**config.mk**
```make
export PLATFORM = sky130hd
export DESIGN_NAME = arb_requester
export DESIGN_NICKNAME = d
export VERILOG_FILES = /design/src/rtl/arb_requester.sv
export SDC_FILE = /design/constraint.sdc
export NUM_CORES = 1
export LEC_CHECK = 0
export ABC_AREA = 1
export BUFFER_PORTS_ARGS = -buffer_cell sky130_fd_sc_hd__buf_2
export CORE_ASPECT_RATIO = 0.9
export CORE_MARGIN = 2
export CORE_UTILIZATION = 56
export CTS_CLUSTER_SIZE = 25
export DETAILED_ROUTE_END_ITERATION = 6
export PLACE_DENSITY = 0.8
export SKIP_CTS_REPAIR_TIMING = 1
export SYNTH_ARGS = -nofsm -noshare
export SYNTH_HDL_FRONTEND = slang
export SYNTH_SLANG_ARGS = --single-unit
```
**constraint.sdc**
```tcl
create_clock -name clk -period 2.3 [get_ports clk]
set_input_delay 0 -clock clk [delete_from_list [all_inputs] [get_ports clk]]
set_output_delay 0 -clock clk [all_outputs]
set_load 0.005 [all_outputs]
```
**src/rtl/arb_requester.sv**
```systemverilog
// Burst requester for a fixed-priority shared bus: requests, streams cmd_len+1 beats
// while granted, aborts on grant starvation, then holds req low for HOLDOFF cycles.
module arb_requester #(
  parameter int DATA_W  = 8,
  parameter int TIMEOUT = 16,
  parameter int HOLDOFF = 2
) (
  input  logic              clk,
  input  logic              rst,
  input  logic              cmd_valid,
  input  logic [3:0]        cmd_len,
  output logic              cmd_ready,
  input  logic              src_valid,
  input  logic [DATA_W-1:0] src_data,
  output logic              src_ready,
  output logic              req,
  input  logic              grant,
  output logic              bus_valid,
  output logic [DATA_W-1:0] bus_data,
  output logic              busy,
  output logic              done,
  output logic              timeout
);

  typedef enum logic [1:0] {IDLE, REQ, XFER, HOLD} state_t;

  localparam logic [7:0] TIMEOUT_CNT = 8'(TIMEOUT);
  localparam logic [3:0] HOLD_INIT   = 4'(HOLDOFF - 1);

  state_t              state_q;
  logic [4:0]          remaining_q;
  logic [7:0]          wait_q;
  logic [3:0]          hold_q;
  logic                req_q;
  logic                bus_valid_q;
  logic [DATA_W-1:0]   bus_data_q;
  logic                done_q;
  logic                timeout_q;

  logic                beat;
  logic [7:0]          wait_d;

  assign cmd_ready = (state_q == IDLE);
  assign src_ready = (state_q == XFER) && grant && (remaining_q != 5'd0);
  assign beat      = src_valid && src_ready;
  assign wait_d    = wait_q + 8'd1;

  assign req       = req_q;
  assign bus_valid = bus_valid_q;
  assign bus_data  = bus_data_q;
  assign busy      = (state_q != IDLE);
  assign done      = done_q;
  assign timeout   = timeout_q;

  always_ff @(posedge clk or posedge rst) begin
    if (rst) begin
      state_q     <= IDLE;
      remaining_q <= 5'd0;
      wait_q      <= 8'd0;
      hold_q      <= 4'd0;
      req_q       <= 1'b0;
      bus_valid_q <= 1'b0;
      bus_data_q  <= '0;
      done_q      <= 1'b0;
      timeout_q   <= 1'b0;
    end else begin
      bus_valid_q <= 1'b0;
      done_q      <= 1'b0;
      timeout_q   <= 1'b0;
      if (beat) begin
        bus_valid_q <= 1'b1;
        bus_data_q  <= src_data;
      end
      case (state_q)
        IDLE: begin
          if (cmd_valid) begin
            state_q     <= REQ;
            req_q       <= 1'b1;
            remaining_q <= {1'b0, cmd_len} + 5'd1;
            wait_q      <= 8'd0;
          end
        end
        REQ, XFER: begin
          // A grant in the cycle the counter would expire wins over the abort.
          if (grant) begin
            wait_q <= 8'd0;
            if (state_q == REQ) begin
              state_q <= XFER;
            end else if (beat) begin
              remaining_q <= remaining_q - 5'd1;
              if (remaining_q == 5'd1) begin
                state_q <= HOLD;
                req_q   <= 1'b0;
                done_q  <= 1'b1;
                hold_q  <= HOLD_INIT;
              end
            end
          end else if (wait_d == TIMEOUT_CNT) begin
            state_q     <= HOLD;
            req_q       <= 1'b0;
            timeout_q   <= 1'b1;
            remaining_q <= 5'd0;
            wait_q      <= 8'd0;
            hold_q      <= HOLD_INIT;
          end else begin
            wait_q <= wait_d;
          end
        end
        HOLD: begin
          if (hold_q == 4'd0) begin
            state_q <= IDLE;
          end else begin
            hold_q <= hold_q - 4'd1;
          end
        end
        default: state_q <= IDLE;
      endcase
    end
  end

endmodule
```
### After elaboration in Yosys (flattened, before gate mapping)

Index checks and enable logic that the tools add are counted.
Widths: inputs -> output; s select.

* register bits after elaboration: 31
* output and inout port bits: 15
* logic and storage cells: 83

* $add $sub $neg: 4
* eq/ne operators: 14
* muxes and demuxes: 41
* reduce and logical (&&, ||, !) cells: 15

Operator list (count)
* $mux 5: 5
* $mux 4: 6
* $mux 8: 3
* $pmux 8 s2: 1
* $mux 1: 15
* $mux 2: 7
* $ne 3x3->1 const B: 4
* $reduce_and 6->1: 2
* $pmux 5 s2: 1
* $reduce_and 5->1: 2
* $add 8x1->8 const B: 1
* $eq 8x5->1 const B: 1
* $ne 4x4->1 const B: 2
* $pmux 4 s2: 1
* $ne 2x2->1 const B: 3
* $pmux 2 s3: 1
* $reduce_bool 2->1: 3
* $add 4x1->5 const B: 1
* $eq 5x1->1 const B: 1
* $reduce_bool 5->1: 1
* $sub 5x1->5 const B: 1
* $eq 2x2->1 const B: 2
* $logic_not 4->1: 1
* $sub 4x1->4 const B: 1
* other kinds (6): 8

### Logic depth before layout (Yosys ltp)

* depth after elaboration: 8
* mapped depth: 12

### Worst setup path before layout

No wires, ideal clock.

* path kind: reg2reg
* start point: register state_q[0]
* end point: register remaining_q[2]
* library setup time: 0.117 ns
* data arrival time: 1.547 ns
* required time: 2.183 ns
* slack: 0.636 ns
* stages on the path, launching flop included: 11
* period minus slack after synthesis: 1.664 ns
* cell sequence: dfrtp_1 -> inv_1 -> ha_1 -> nand2_1 -> inv_1 -> nand2_1 -> nand2_1 -> nor2_2 -> nand3_2 -> nand2_1 -> nand2_1

* longest elaborated chain between the ends: 6

Ends and longest elaborated chain
* from (decl): line 30 `state_t state_q;`
* from (signal assigned): line 57 `state_q <= IDLE;`
* from (signal assigned): line 77 `state_q <= REQ;`
* from (signal assigned): line 88 `state_q <= XFER;`
* $eq 2x2->1: line 44, 74
* $logic_and 1x1->1 (2 in series): line 44 `assign src_ready = (state_q == XFER) && grant && (remaining_q != 5'd0);`
* $logic_and 1x1->1: line 45 `assign beat = src_valid && src_ready;`
* $ne 3x3->1 (no line)
* $reduce_and 5->1 (no line)
* to (signal assigned): line 79 `remaining_q <= {1'b0, cmd_len} + 5'd1;`
* to (signal assigned): line 90 `remaining_q <= remaining_q - 5'd1;`
* to (decl): line 31 `logic [4:0] remaining_q;`

Several ways; a longest one is shown, not always the timed one.
A chain may end at the register's enable or synchronous reset.

### Final worst setup path

* start point: register state_q[0]
* end point: register wait_q[0]

* longest elaborated chain between the ends: 4

Ends and longest elaborated chain
* $eq 2x2->1 / $eq 2x1->1 (equally long branches): line 74 `case (state_q)`
* $reduce_or 2->1: line 74
* $reduce_bool 2->1 (no line)
* $reduce_and 2->1 (no line)
* to (signal assigned): line 106 `wait_q <= wait_d;`
* to (decl): line 32 `logic [7:0] wait_q;`

Several ways; a longest one is shown, not always the timed one.

==> flow_summary.ini <==
[setup_path]
crit_path_start_kind = flip-flop
cp_cell_sequence = inv_1 -> ha_1 -> inv_1 -> nor2_1 -> inv_1 -> nand2_1 -> inv_1 -> nand3_1 -> o21ai_0
arrival_ns = 2.22
critPathMaxFanout = 16
worstPathRequired_ns = 2.50
r2r_slack_ns = 0.28
cp_slowest_stage_delay_ns = 0.39
cp_slowest_cell = dfrtp_1
crit_top_cell = inv_1
crit_type = flip-flop to flip-flop
cp-end-kind = flip-flop
timing.rr.start = state_q[0]$_DFFE_PP0P_
reg2regPathDepth = 9
regToRegEndpoint = wait_q[0]$_DFFE_PP0P_

[placement]
post_dp_cell_area_sq_um = 2067
gp_congestion = 0.8910
dp_hpwl_um = 2991
port_buffers = 31
pre_cts_ws_ns = 0.3347

[timing]
period_needed_ns = 2.016
worst_slew_pin_slew_ns = 0.5806
fin_crit_sh_pct = 87.64
fin_skew_ns = 0.008603
setup_viol = 0
rsz0062_at_grt = no
slew_violations = 0
setup_ws_ns = 0.2843
hold_viol_final = 0
finalSetupTns_ns = 0
hold_ws_ns = 0.06413
max_slew_margin_pct = 61.25
max_freq_ghz = 0.4961

[grt]
grt_pass1_vias = 1436
grt_start_max_net_pins = 17
antenna_found_initial = 0
track_usage_pct = 23.38
grt-ovfl-total = 0
grt_pass1_wl_um = 6534

[routing]
wl_per_cell_um = 12.55
drt_iter0_drc = 86
route.detailed.drc = 0
routed_wl_um = 4167
ant_nets = 0
vias = 1703
dr.pass1.iters = 4
viasPerCell = 5.130

[synth]
synth_edf_count = 0
yosysMostFrequentCell = nand2_1
syn_inst = 243
synth_area_sq_um = 1872
synth_top_area_share_pct = 41.44
synthDistinctLibCells = 31
synthTopCellsByArea = dfrtp_1, nand2_1, ha_1, inv_1, nand3_1
yosys-top-cells-count = nand2_1, dfrtp_1, inv_1
yosys_warnings = 0
syn_nets = 271
ys.flop_type = dfrtp_1
async_flop_share_pct = 100.0
synth_top_area_cell = dfrtp_1
avgSynthCellArea_sq_um = 7.703
ys_seq_area_share_pct = 41.44
ys_ff_latch = 31

[clock_tree]
clk_pin_slew_ns = 0.07
cts_root_buffer = clkbuf_8
cts_buffer_depth = 2
cts_tree = yes
clkLatencyLatePin_ns = 0.29
clock-sinks = 31
htree_num_levels = 2
cts_buffers = 5

[die]
die_area_sq_um = 3821
die_height_um = 58.85
die_w_um = 64.94
io-pin-count = 32
fp-row-count = 19
initial_core_util_pct = 60.10
core_sq_um = 3114

[finish]
final_util_pct = 72.20
fin_nets = 317
syn2layout_area_growth_pct = 20.12
drive_gt1_share_pct = 18.97
diodes = 0
fin_area_sq_um = 2248

[run]
maxCapViolations = 0

[pwr]
p_leak_nw = 1.175
vdd.ir_drop.worst_v = 0.0009302
powerDensity_nw_per_um2 = 1213

[status]
status = complete, no violations

[min_path]
holdPathEnd = done$_DFF_PP0_
holdPathStages = 3
min_from = src_valid
hold_class = input pin to flip-flop
[final cells by class]
| class | count | area, sq um |
|---|---|---|
| Clock inverter | 1 | 5.005 |
| Fill cell | 237 | 865.8 |
| Inverter | 30 | 112.6 |
| Clock buffer | 7 | 76.32 |
| Sequential cell | 31 | 775.7 |
| Timing Repair Buffer | 43 | 270.3 |
| Multi-Input combinational cell | 178 | 955.9 |
| Tap cell | 42 | 52.55 |
[flip-flops by register name, summed over array words and instances, names as in the netlist]
signal,flops
bus_data,8
bus_valid,1
done,1
hold_q,4
remaining_q,5
req,1
state_q,2
timeout,1
wait_q,8
[metal layers]
metal  up-vias  global-route usage, %  routed length [um]  share of wire, %
met2        41                  33.58                1894                45
met3         7                  7.648                 215               5.2
met1       771                  32.91                1987                48
met5         -                      0                   0                 0
li1        884                      -                   -                 -
met4         0                  9.422                  70               1.7
[layout by cell type, fill, tap and decap left out, drive strengths merged]
cell         netlist  layout
nor3               1       1
o22ai              4       4
dfrtp             31      31
dlygate4sd3        0      10
nand2             86      86
nor2              16      16
and3               2       2
nand4             10      10
o21ai             14      14
nand3             22      22
clkinv             1       2
buf                3      33
o32ai              1       1
a21oi              6       6
ha                11      11
o21bai             2       2
inv               29      29
a32o               1       1
xnor2              1       1
nor4               1       1
clkbuf             1       7
[worst max-delay path, delay by kind of cell, from the launching register on]
| kind | cells | cell delay [ns] |
|---|---|---|
| flip-flops | 1 | 0.39 |
| adder cells (fa/ha/maj) | 1 | 0.21 |
| AND/OR/NAND/NOR | 3 | 0.40 |
| AO/OA/AOI/OAI | 1 | 0.16 |
| buffers and inverters | 4 | 0.77 |
[power by group]
group | leakage (nW) | switching, mW | total (mW) | internal (mW)
clock | 0.0422 | 0.197 | 0.408 | 0.212
sequential | 0.406 | 0.165 | 0.893 | 0.727
combinational | 0.727 | 0.904 | 1.43 | 0.522
total | 1.17 | 1.27 | 2.73 | 1.46
[worst max-delay path by stage]
stage	from	end	slack (ns)	cells past startpoint
after floorplan	state_q[0]$_DFFE_PP0P_	remaining_q[2]$_DFFE_PP0P_	0.64	10
after CTS	state_q[0]$_DFFE_PP0P_	wait_q[0]$_DFFE_PP0P_	0.28	9
after detailed placement	state_q[0]$_DFFE_PP0P_	wait_q[0]$_DFFE_PP0P_	0.33	9
after global placement	state_q[0]$_DFFE_PP0P_	wait_q[0]$_DFFE_PP0P_	0.36	9
final	state_q[0]$_DFFE_PP0P_	wait_q[0]$_DFFE_PP0P_	0.28	9
after global routing	state_q[0]$_DFFE_PP0P_	wait_q[0]$_DFFE_PP0P_	0.13	9
[metrics by stage]
| step | instances | total power, mW |
|---|---|---|
| 5_1_grt | 332 | 3.005 |
| 6_report | 332 | 2.727 |
| 4_1_cts | 322 | 2.711 |
| 3_5_place_dp | 314 | 2.290 |
| 2_1_floorplan | 243 | 1.935 |
| 3_3_place_gp | 314 | 2.262 |
[cell families (layout without fill, tap and decap cells)]
logic type               count (synthesis)  count (layout)  synth area share, %
flip-flops                              31              31                41.44
adder cells (fa/ha/maj)                 11              11                7.353
AO/OA/AOI/OAI                           28              28                8.690
AND/OR/NAND/NOR                        138             138                34.56
buffers and inverters                   34              81                7.486
XOR/XNOR                                 1               1               0.4680
Note: power is estimated with default switching activity, not from simulation.
